$ cat src/rtl/duty_gate_meas.sv
// rtl/duty_gate_meas.sv - gated reciprocal measurement of period count, window length and high time
// Window opens on a rise of sig and closes on the first rise at or past GATE_CYCLES.
module duty_gate_meas #(
  parameter int unsigned GATE_CYCLES    = 1000000,
  parameter int unsigned TIMEOUT_CYCLES = 50000000
) (
  input  logic        clk,
  input  logic        reset,
  input  logic        start,
  input  logic        sig,
  input  logic [31:0] high_cnt,
  input  logic        rd_ack,
  output logic        busy,
  output logic        res_valid,
  output logic        res_timeout,
  output logic [31:0] res_periods,
  output logic [31:0] res_total,
  output logic [31:0] res_high
);

  typedef enum logic [1:0] {
    ST_IDLE,
    ST_ARMED,
    ST_MEASURE,
    ST_DONE
  } state_t;

  localparam logic [31:0] GATE     = 32'(GATE_CYCLES);
  localparam logic [31:0] TMO_LAST = 32'(TIMEOUT_CYCLES - 1);
  localparam logic [31:0] LIMIT    = 32'(GATE_CYCLES + TIMEOUT_CYCLES);

  state_t      state_q, state_d;
  logic        s1_q, s2_q;
  logic [31:0] w_q, w_d;
  logic [31:0] e_q, e_d;
  logic [31:0] p_q, p_d;
  logic [31:0] hs_q, hs_d;
  logic        res_timeout_q, res_timeout_d;
  logic [31:0] res_periods_q, res_periods_d;
  logic [31:0] res_total_q, res_total_d;
  logic [31:0] res_high_q, res_high_d;
  logic        rise;

  assign rise = s1_q & ~s2_q;

  always_ff @(posedge clk) begin
    if (reset) begin
      state_q       <= ST_IDLE;
      s1_q          <= 1'b0;
      s2_q          <= 1'b0;
      w_q           <= '0;
      e_q           <= '0;
      p_q           <= '0;
      hs_q          <= '0;
      res_timeout_q <= 1'b0;
      res_periods_q <= '0;
      res_total_q   <= '0;
      res_high_q    <= '0;
    end else begin
      state_q       <= state_d;
      s1_q          <= sig;
      s2_q          <= s1_q;
      w_q           <= w_d;
      e_q           <= e_d;
      p_q           <= p_d;
      hs_q          <= hs_d;
      res_timeout_q <= res_timeout_d;
      res_periods_q <= res_periods_d;
      res_total_q   <= res_total_d;
      res_high_q    <= res_high_d;
    end
  end

  always_comb begin
    state_d       = state_q;
    w_d           = w_q;
    e_d           = e_q;
    p_d           = p_q;
    hs_d          = hs_q;
    res_timeout_d = res_timeout_q;
    res_periods_d = res_periods_q;
    res_total_d   = res_total_q;
    res_high_d    = res_high_q;
    case (state_q)
      ST_IDLE: begin
        if (start) begin
          state_d = ST_ARMED;
          w_d     = '0;
        end
      end
      ST_ARMED: begin
        // e_q holds the elapsed count of the cycle being evaluated, so MEASURE starts at 1
        if (rise) begin
          state_d = ST_MEASURE;
          hs_d    = high_cnt;
          e_d     = 32'd1;
          p_d     = '0;
        end else if (w_q == TMO_LAST) begin
          state_d       = ST_DONE;
          res_timeout_d = 1'b1;
          res_periods_d = '0;
          res_total_d   = '0;
          res_high_d    = '0;
        end else begin
          w_d = w_q + 32'd1;
        end
      end
      ST_MEASURE: begin
        if (rise && (e_q >= GATE)) begin
          state_d       = ST_DONE;
          res_timeout_d = 1'b0;
          res_periods_d = p_q + 32'd1;
          res_total_d   = e_q;
          res_high_d    = high_cnt - hs_q;
        end else if (e_q == LIMIT) begin
          state_d       = ST_DONE;
          res_timeout_d = 1'b1;
          res_periods_d = p_q;
          res_total_d   = e_q;
          res_high_d    = high_cnt - hs_q;
        end else begin
          e_d = e_q + 32'd1;
          if (rise) begin
            p_d = p_q + 32'd1;
          end
        end
      end
      ST_DONE: begin
        if (rd_ack) begin
          state_d = start ? ST_ARMED : ST_IDLE;
          w_d     = '0;
        end
      end
      default: state_d = ST_IDLE;
    endcase
  end

  assign busy        = (state_q == ST_ARMED) || (state_q == ST_MEASURE);
  assign res_valid   = (state_q == ST_DONE);
  assign res_timeout = res_timeout_q;
  assign res_periods = res_periods_q;
  assign res_total   = res_total_q;
  assign res_high    = res_high_q;

endmodule

$ cat config.mk
export PLATFORM = sky130hd
export DESIGN_NAME = duty_gate_meas
export DESIGN_NICKNAME = d
export VERILOG_FILES = /design/src/rtl/duty_gate_meas.sv
export SDC_FILE = /design/constraint.sdc
export NUM_CORES = 1
export LEC_CHECK = 0
export CAP_MARGIN = 20
export CORE_ASPECT_RATIO = 1.25
export CORE_MARGIN = 5
export CORE_UTILIZATION = 56
export CTS_CLUSTER_DIAMETER = 120
export DETAILED_ROUTE_END_ITERATION = 10
export GPL_ROUTABILITY_DRIVEN = 0
export HOLD_SLACK_MARGIN = 0.08
export PLACE_DENSITY = 0.87
export REMOVE_ABC_BUFFERS = 1
export SYNTH_ARGS = -nofsm -noshare
export SYNTH_HDL_FRONTEND = slang
export SYNTH_SLANG_ARGS = --single-unit
$ cat constraint.sdc
create_clock -name clk -period 3.4 [get_ports clk]
set_input_delay 0.68 -clock clk [delete_from_list [all_inputs] [get_ports clk]]
set_output_delay 0.68 -clock clk [all_outputs]
set_load 0.05 [all_outputs]
== Word-level counts from Yosys, hierarchy flattened ==
Cells that the tools add are included.

* Mux-type cells: 38
* $add $sub $neg: 4
* Multipliers: 0
* Bitwise operators: 2
* Equality and inequality tests: 16
* Shift operators: 0
* Order comparisons: 1
* Reductions and logical operators: 11
* Div/mod/pow operators: 0

{| class="wikitable"
|+ Operator list
! cell !! number
|-
| 32-bit 2-to-1 mux || 19
|-
| 32-bit one-hot mux with 2 select lines || 5
|-
| 32-bit by 1-bit adder with 32-bit output (second input constant) || 3
|-
| 32-bit one-hot mux with 3 select lines || 1
|-
| 32-bit by 26-bit == test with 1-bit output (second input constant) || 2
|-
| 32-bit by 20-bit >= comparator with 1-bit output (second input constant) || 1
|-
| 32-bit subtractor || 1
|-
| 2-bit != test (second input constant) || 9
|-
| 2-bit 2-to-1 mux || 6
|-
| 4-bit AND reduction || 3
|-
| 5-bit AND reduction || 2
|-
| 2-bit one-hot mux with 4 select lines || 1
|-
| 3-bit != test (second input constant) || 2
|-
| 1-bit 2-to-1 mux || 5
|-
| 2-bit == test (second input constant) || 2
|-
| 3-bit nonzero test || 1
|-
| 2-bit by 1-bit == test with 1-bit output (second input constant) || 1
|-
| 2-bit zero test || 1
|-
| 1-bit one-hot mux with 2 select lines || 1
|-
| 2-bit AND reduction || 1
|-
| 2-bit nonzero test || 1
|-
| 1-bit bitwise AND || 1
|-
| 1-bit logical AND || 1
|-
| 1-bit logical OR || 1
|-
| 1-bit NOT || 1
|}

* Latch bits: 0
* ROM bits: 0
* Register bits: 229
* Input bits: 37
* Memories kept: 0
* RAM bits: 0
* Output and inout port bits: 99

== Logic depth before layout (Yosys ltp) ==
Gate-level depths: netlist of run 1.

* Depth in word-level cells: 6
* Depth in mapped cells: 13
* Depth with buffers taken out: 13

== Worst setup path after synthesis of run 1 ==
Ideal clock, no wire load.

* Kind: in2reg
* Start: in high_cnt[0]
* End: reg res_high_q[26], in the netlist res_high[26]
* Library setup time: 117 ps
* Cell stages on the path: 13
* Setup slack: 291 ps
* Arrival time: 2992 ps
* Buffers on the path: 0
* Path through: inv_1 > ha_1 > inv_1 > fa_1 > a211oi_1 > nor2_1 > o21ai_0 > a21oi_1 > o31ai_1 > o21ba_2 > o21ai_0 > xor2_1 > a22o_1

* Cells in the longest elaborated chain, start to end: 4

{| class="wikitable"
|+ RTL lines
! what !! RTL line !! text
|-
| start: declaration || 11 || <nowiki>input logic [31:0] high_cnt,</nowiki>
|-
| 32-bit subtractor * || 114, 120 ||
|-
| 32-bit 2-to-1 mux || 115 || <nowiki>end else if (e_q == LIMIT) begin</nowiki>
|-
| 32-bit 2-to-1 mux * || 109 || <nowiki>if (rise && (e_q >= GATE)) begin</nowiki>
|-
| 32-bit one-hot mux with 2 select lines * || 84 || <nowiki>case (state_q)</nowiki>
|-
| end signal: assignment || 70 || <nowiki>res_high_q <= res_high_d;</nowiki>
|-
| end: declaration || 41 || <nowiki>logic [31:0] res_high_q, res_high_d;</nowiki>
|}

Mark *: on every way between the ends. The rest lies on a longest branch, timed or not. The select of a mux whose other input is x is not followed.
A chain may end at the register's enable or synchronous reset.

== Worst setup path after layout of run 1 ==
Ends and elaborated chain as after synthesis.

==> results of run 1 <==
[final cells by class]
type / count / area (um2)
inverter: 51 / 191
timing repair buffer: 189 / 1760
fill: 1592 / 6070
clock buffer: 34 / 677
clock inverter: 7 / 110
sequential: 229 / 4580
multi-input combinational: 1091 / 6440
tap: 270 / 338
[worst max-delay path, stage by stage]
cell and delay [ns]:
clkdlybuf4s50_1 0.43, inv_1 0.06, ha_1 0.15, inv_1 0.05
fa_1 0.40, a211oi_1 0.27, nor2_1 0.12, o21ai_0 0.29
a21oi_1 0.14, o31ai_1 0.27, buf_4 0.17, o21ba_2 0.15
o21ai_0 0.10, xor2_1 0.15, a22o_1 0.19
[registers in the layout, summed over array words and instances (netlist names)]
signal       count
s2_q             1
s1_q             1
res_total       32
e_q             32
hs_q            32
res_periods     32
p_q             32
res_high        32
w_q             32
state_q          2
res_timeout      1
[synthesized netlist by cell type, types with 24 or more instances]
| cell type | instances |
|---|---|
| clkbuf_1 | 55 |
| nand3_1 | 84 |
| inv_1 | 51 |
| xnor2_1 | 63 |
| xor2_1 | 50 |
| o21ai_0 | 51 |
| nor2_1 | 156 |
| ha_1 | 40 |
| nor3_1 | 24 |
| dfxtp_1 | 229 |
| a21oi_1 | 140 |
| nand2_1 | 219 |
| a22oi_1 | 30 |
| and3_1 | 36 |
[worst paths after layout]
kind                                    from                          to  slack (ns)  cells past startpoint
setup / recovery                 high_cnt[0]   res_high[26]$_SDFFE_PP0P_        0.16                     15
hold / removal    res_total[15]$_SDFFE_PP0P_  res_total[15]$_SDFFE_PP0P_        0.45                      2
setup reg to reg        e_q[10]$_SDFFE_PP0P_    res_high[4]$_SDFFE_PP0P_        0.25                     10
hold reg to reg   res_total[15]$_SDFFE_PP0P_  res_total[15]$_SDFFE_PP0P_        0.45                      2
[power by group through the flow]
stage / logic, mW / registers, mW / clock network [mW]
floorplan: 0.890 / 2.89 / 0
global placement: 1.45 / 2.85 / 0
detailed placement: 1.48 / 2.85 / 0
CTS: 1.50 / 2.79 / 2.69
global route: 1.65 / 2.80 / 2.80
finish: 1.51 / 2.79 / 2.64
[per-layer routing]
metal	global-route usage	wire, um	up-vias
met5	0	0	-
met4	0.0864	803	0
met3	0.0289	1470	59
met2	0.444	15200	304
met1	0.301	12500	5108
li1	-	-	5262
[logic make-up (layout without fill, tap and decap cells)]
| logic type | count (synthesis) | in the layout | synth area share |
|---|---|---|---|
| AOI/OAI and AO/OA | 317 | 317 | 0.176 |
| muxes | 3 | 3 | 0.00261 |
| and+or+nand+nor | 617 | 617 | 0.248 |
| buffers and inverters | 125 | 281 | 0.0431 |
| DFF | 229 | 229 | 0.399 |
| adders and majority gates | 41 | 41 | 0.0453 |
| xor gates and xnor gates | 113 | 113 | 0.0861 |
[through the flow]
| stage | TNS (ns) | util |
|---|---|---|
| detailed placement | -2.29 | 0.659 |
| global placement | -1.14 | 0.659 |
| CTS | 0 | 0.698 |
| finish | 0 | 0.699 |
| global route | 0 | 0.699 |
| floorplan | -132.22 | - |
==> impl_metrics.tcl, run 1 <==
set metrics [dict create \
    postCtsResizedCells 0 \
    hp-class "reg -> reg" \
    yosys_warnings 0 \
    switching_share 0.301 \
    place_ws_ns -0.332 \
    path_class "in -> reg" \
    drc_errors 0 \
    fmax_mhz 309 \
    synth-seq-area-share 0.399 \
    cp.required_ns 3.80 \
    start_util 0.570 \
    maxSlewHeadroom 0.348 \
    hold_viol 0 \
    io_pins 136 \
    io_buffers 135 \
    synthDistinctLibCells 70 \
    clk_latency_ns 0.51 \
    clock_sinks 229 \
    fin_crit_sh 0.953 \
    root_buffer "clkbuf_16" \
    drt_pass1_iterations 7 \
    syn_area_um2 11500 \
    std_cell_rows 58 \
    p_comb_frac 0.218 \
    rsz0062_at_grt "no" \
    setup_viol_count_final 0 \
    clk_path_buf_depth 3 \
    dieArea_um2 23500 \
    fin_ws_ns 0.159 \
    drv_cap 0 \
    cts_hold_buf 0 \
    synthTopCellsByArea "dfxtp_1, nand2_1, a21oi_1" \
    drt-initial-drc-count 841 \
    cp-end-kind "register" \
    p_int_mw 4.85 \
    finalNonFillerCells 1871 \
    cp-start-kind "primary input" \
    fin_area_um2 14100 \
    yosys.area.top_type_share 0.399 \
    clk_pin_slew_ns 0.06 \
    place_inst 1829 \
    grt_max_degree 51 \
    diodes 0 \
    status "finished clean" \
    synth_top_area_cell "dfxtp_1" \
    worst-endpoint-arrival_ns 3.64 \
    synthArstFlopShare 0 \
    grt_antenna_before_repair 0 \
    syn_area_per_cell_um2 7.95 \
    postCtsSetupBuffers 0 \
    track_usage 0.245 \
    worst_pin_slew_ns 0.974 \
    slew_violations 0 \
    grt_pass1_wl_um 49800 \
    cts_buffers 23 \
    finClkSkew_ns 0.0172 \
    post-route-min-period_ns 3.24 \
    whs_ns 0.446 \
    finalNetCount 1663 \
    p_switching_mw 2.09 \
    cts_tree "done" \
    wl_per_cell_um 16.0 \
    drt-total-wl_um 29900 \
    powerDensity_nw_per_um2 492 \
    die_h_um 170 \
    viasPerCell 5.74 \
    dpl.hpwl_um 20900 \
    clockPowerShare 0.380 \
    synth_edf_count 0 \
    ys_seq_elements 229 \
    grt_overflow_total 0 \
    placed_area_um2 13300 \
    syn_inst 1445 \
    h-tree-depth 1 \
    flow.area_growth_from_synthesis_pct 22.7 \
    p_seq_frac 0.402 \
    synth_ff_type "dfxtp_1" \
    drive_gt1_frac 0.0712 \
    path_max_fanout 3 \
    ant_nets 0 \
    dieWidth_um 138 \
    power_leakage_nw 5.02 \
    via_count 10700 \
    final_cell_mix "dfxtp_1, nand2_1, nor2_1" \
    layout_commonest_cell "dfxtp_1" \
    power_mw 6.94 \
    fp.coreArea_um2 20200 \
    ir_drop_v 0.000659 \
    first_global_vias 10500 \
]
(Power assumes the default switching activity.)
==> run 2, diff against run 1 <==
- CORE_ASPECT_RATIO: 1.25 -> 1.1
==> run 2 against run 1 <==
  * First-iteration DRC count down 17%
  * Non-clock buffer count shrank 3
  * Core utilization is essentially flat
  * Setup slack improved by 0.032 ns
  * Flip-flop and latch count did not move
  * Sequential share of layout area decreased by 0.29 points
==> impl_metrics.tcl, run 2 (synthesis gave the netlist of run 1 again) <==
set metrics [dict create \
    status "finished clean" \
    die_h_um 160 \
    fin_area_um2 14200 \
    r2r_slack_ns 0.31 \
    placed_area_um2 13300 \
    std_cell_rows 55 \
    power_mw 7.31 \
    fmax_mhz 312 \
    grt_overflow_total 0 \
    final_cell_mix "dfxtp_1, nand2_1, nor2_1" \
    cp.required_ns 3.87 \
    drt-total-wl_um 29700 \
    worst_r2r_endpoint "e_q[29]$_SDFFE_PP0P_" \
    ant_nets 0 \
    io_buffers 135 \
    track_usage 0.246 \
    crit_path_cell_trace "clkdlybuf4s50_1 -> ha_1 -> a2111oi_1 -> o21ai_0 -> o21a_1 -> a22oi_1 -> o211ai_1 -> and2_1 -> a311o_1 -> a2111o_1 -> nand3_1" \
    critical-path-max-stage-delay_ns 0.44 \
    slowest_stage "clkdlybuf4s50_1" \
    dieWidth_um 147 \
    drc_errors 0 \
    clock_sinks 229 \
    setup_viol_count_final 0 \
    powerDensity_nw_per_um2 514 \
    dieArea_um2 23500 \
    dpl.hpwl_um 20000 \
    first_global_vias 10600 \
    path_max_fanout 3 \
    cts_hold_buf 0 \
    fin_crit_sh 0.944 \
    hp-class "reg -> reg" \
    via_count 10800 \
    layout_commonest_cell "dfxtp_1" \
    grt_max_degree 57 \
    finalNetCount 1662 \
    multi_input_area_um2 6440 \
    post-route-min-period_ns 3.21 \
    grt_antenna_before_repair 2 \
    flow.area_growth_from_synthesis_pct 23.8 \
    cp-end-kind "register" \
    finalNonFillerCells 1861 \
    worst-endpoint-arrival_ns 3.68 \
    clk_path_buf_depth 3 \
    cp-start-kind "primary input" \
    crit_start "high_cnt[8]" \
    fillers 1550 \
    start_util 0.564 \
    totalNegativeSetupSlack_ns 0 \
    viasPerCell 5.79 \
    fp.coreArea_um2 20400 \
    slew_violations 0 \
    drt-initial-drc-count 696 \
    path_class "in -> reg" \
    whs_ns 0.448 \
    cts_tree "done" \
    crit_path_end "res_high[31]$_SDFFE_PP0P_" \
    reg2reg_depth 10 \
    h-tree-depth 1 \
    cts_buffers 25 \
    maxSlewHeadroom 0.579 \
    ir_drop_v 0.000469 \
    place_inst 1813 \
    io_pins 136 \
    wl_per_cell_um 16.0 \
    regArea_um2 4580 \
    worst_pin_slew_ns 0.630 \
    clk_pin_slew_ns 0.06 \
    grt_pass1_wl_um 49800 \
    finClkSkew_ns 0.0113 \
    clk_latency_ns 0.53 \
    power_leakage_nw 5.08 \
    r2r_start "state_q[1]$_SDFFE_PP0P_" \
    drive_gt1_frac 0.0749 \
    drt_pass1_iterations 5 \
    root_buffer "clkbuf_16" \
    hold_viol 0 \
    drv_cap 0 \
]
[run 2: cell count changes in the layout (fill, tap and decap cells not counted), sizes merged]
cell      before  now
buf           55   52
diode          0    2
inv           51   53
bufinv         3    4
clkinv         4    5
clkinvlp       0    1
[run 2: how the worst min path moves through the flow]
stage,startpoint,endpoint,slack (ns),cells after the start
after detailed placement,res_total[6]$_SDFFE_PP0P_,res_total[6]$_SDFFE_PP0P_,0.44,2
after CTS,res_total[6]$_SDFFE_PP0P_,res_total[6]$_SDFFE_PP0P_,0.45,2
after global routing,res_total[6]$_SDFFE_PP0P_,res_total[6]$_SDFFE_PP0P_,0.47,2
final,res_high[0]$_SDFFE_PP0P_,res_high[0]$_SDFFE_PP0P_,0.45,2
after global placement,res_high[1]$_SDFFE_PP0P_,res_high[1]$_SDFFE_PP0P_,0.44,2
after floorplan,hs_q[10]$_SDFFE_PP0P_,hs_q[10]$_SDFFE_PP0P_,0.43,2
[run 2: metrics by stage]
stage / setup slack [ns] / utilization
floorplan: -1.64 / -
global placement: -0.291 / 0.652
detailed placement: -0.375 / 0.653
CTS: 0.156 / 0.698
global route: -0.0172 / 0.699
finish: 0.192 / 0.699
[run 2: what timing repair did]
action / CTS / global route
setup buffers: 0 / 0
gates resized for setup: 0 / 2
endpoints found under the setup margin: 0 / 3
endpoints found under the hold margin: 0 / 0
[run 2: worst max-delay path: cells and delay by family]
| family | cells | cell delay, ns |
|---|---|---|
| adder cells (fa/ha/maj) | 1 | 0.32 |
| buffers and inverters | 1 | 0.44 |
| AO/OA/AOI/OAI | 7 | 1.97 |
| AND/OR/NAND/NOR | 2 | 0.26 |
[run 2: final cells by class]
class / instances / area share
well taps: 256 / 0.0225
clock buffers: 34 / 0.0527
clock inverters: 12 / 0.0125
inverters: 51 / 0.0135
diodes: 2 / 0.000352
multi-input cells: 1091 / 0.452
flip-flops and latches: 229 / 0.322
repair buffers: 186 / 0.124
[run 2: where the power goes]
group	switching, mW	internal, mW	leakage [nW]
logic	1.02	0.524	2.77
clock network	1.12	1.85	0.459
registers	0.0506	2.75	1.85
total	2.19	5.12	5.08
[run 2: metal layers]
metal / GRT usage / wire [um] / vias to the layer above / share of wire
li1: - / - / 5256 / -
met1: 0.304 / 12300 / 5069 / 0.41
met2: 0.430 / 14500 / 384 / 0.49
met3: 0.0355 / 1890 / 69 / 0.063
met4: 0.0979 / 943 / 0 / 0.032
met5: 0 / 0 / - / 0
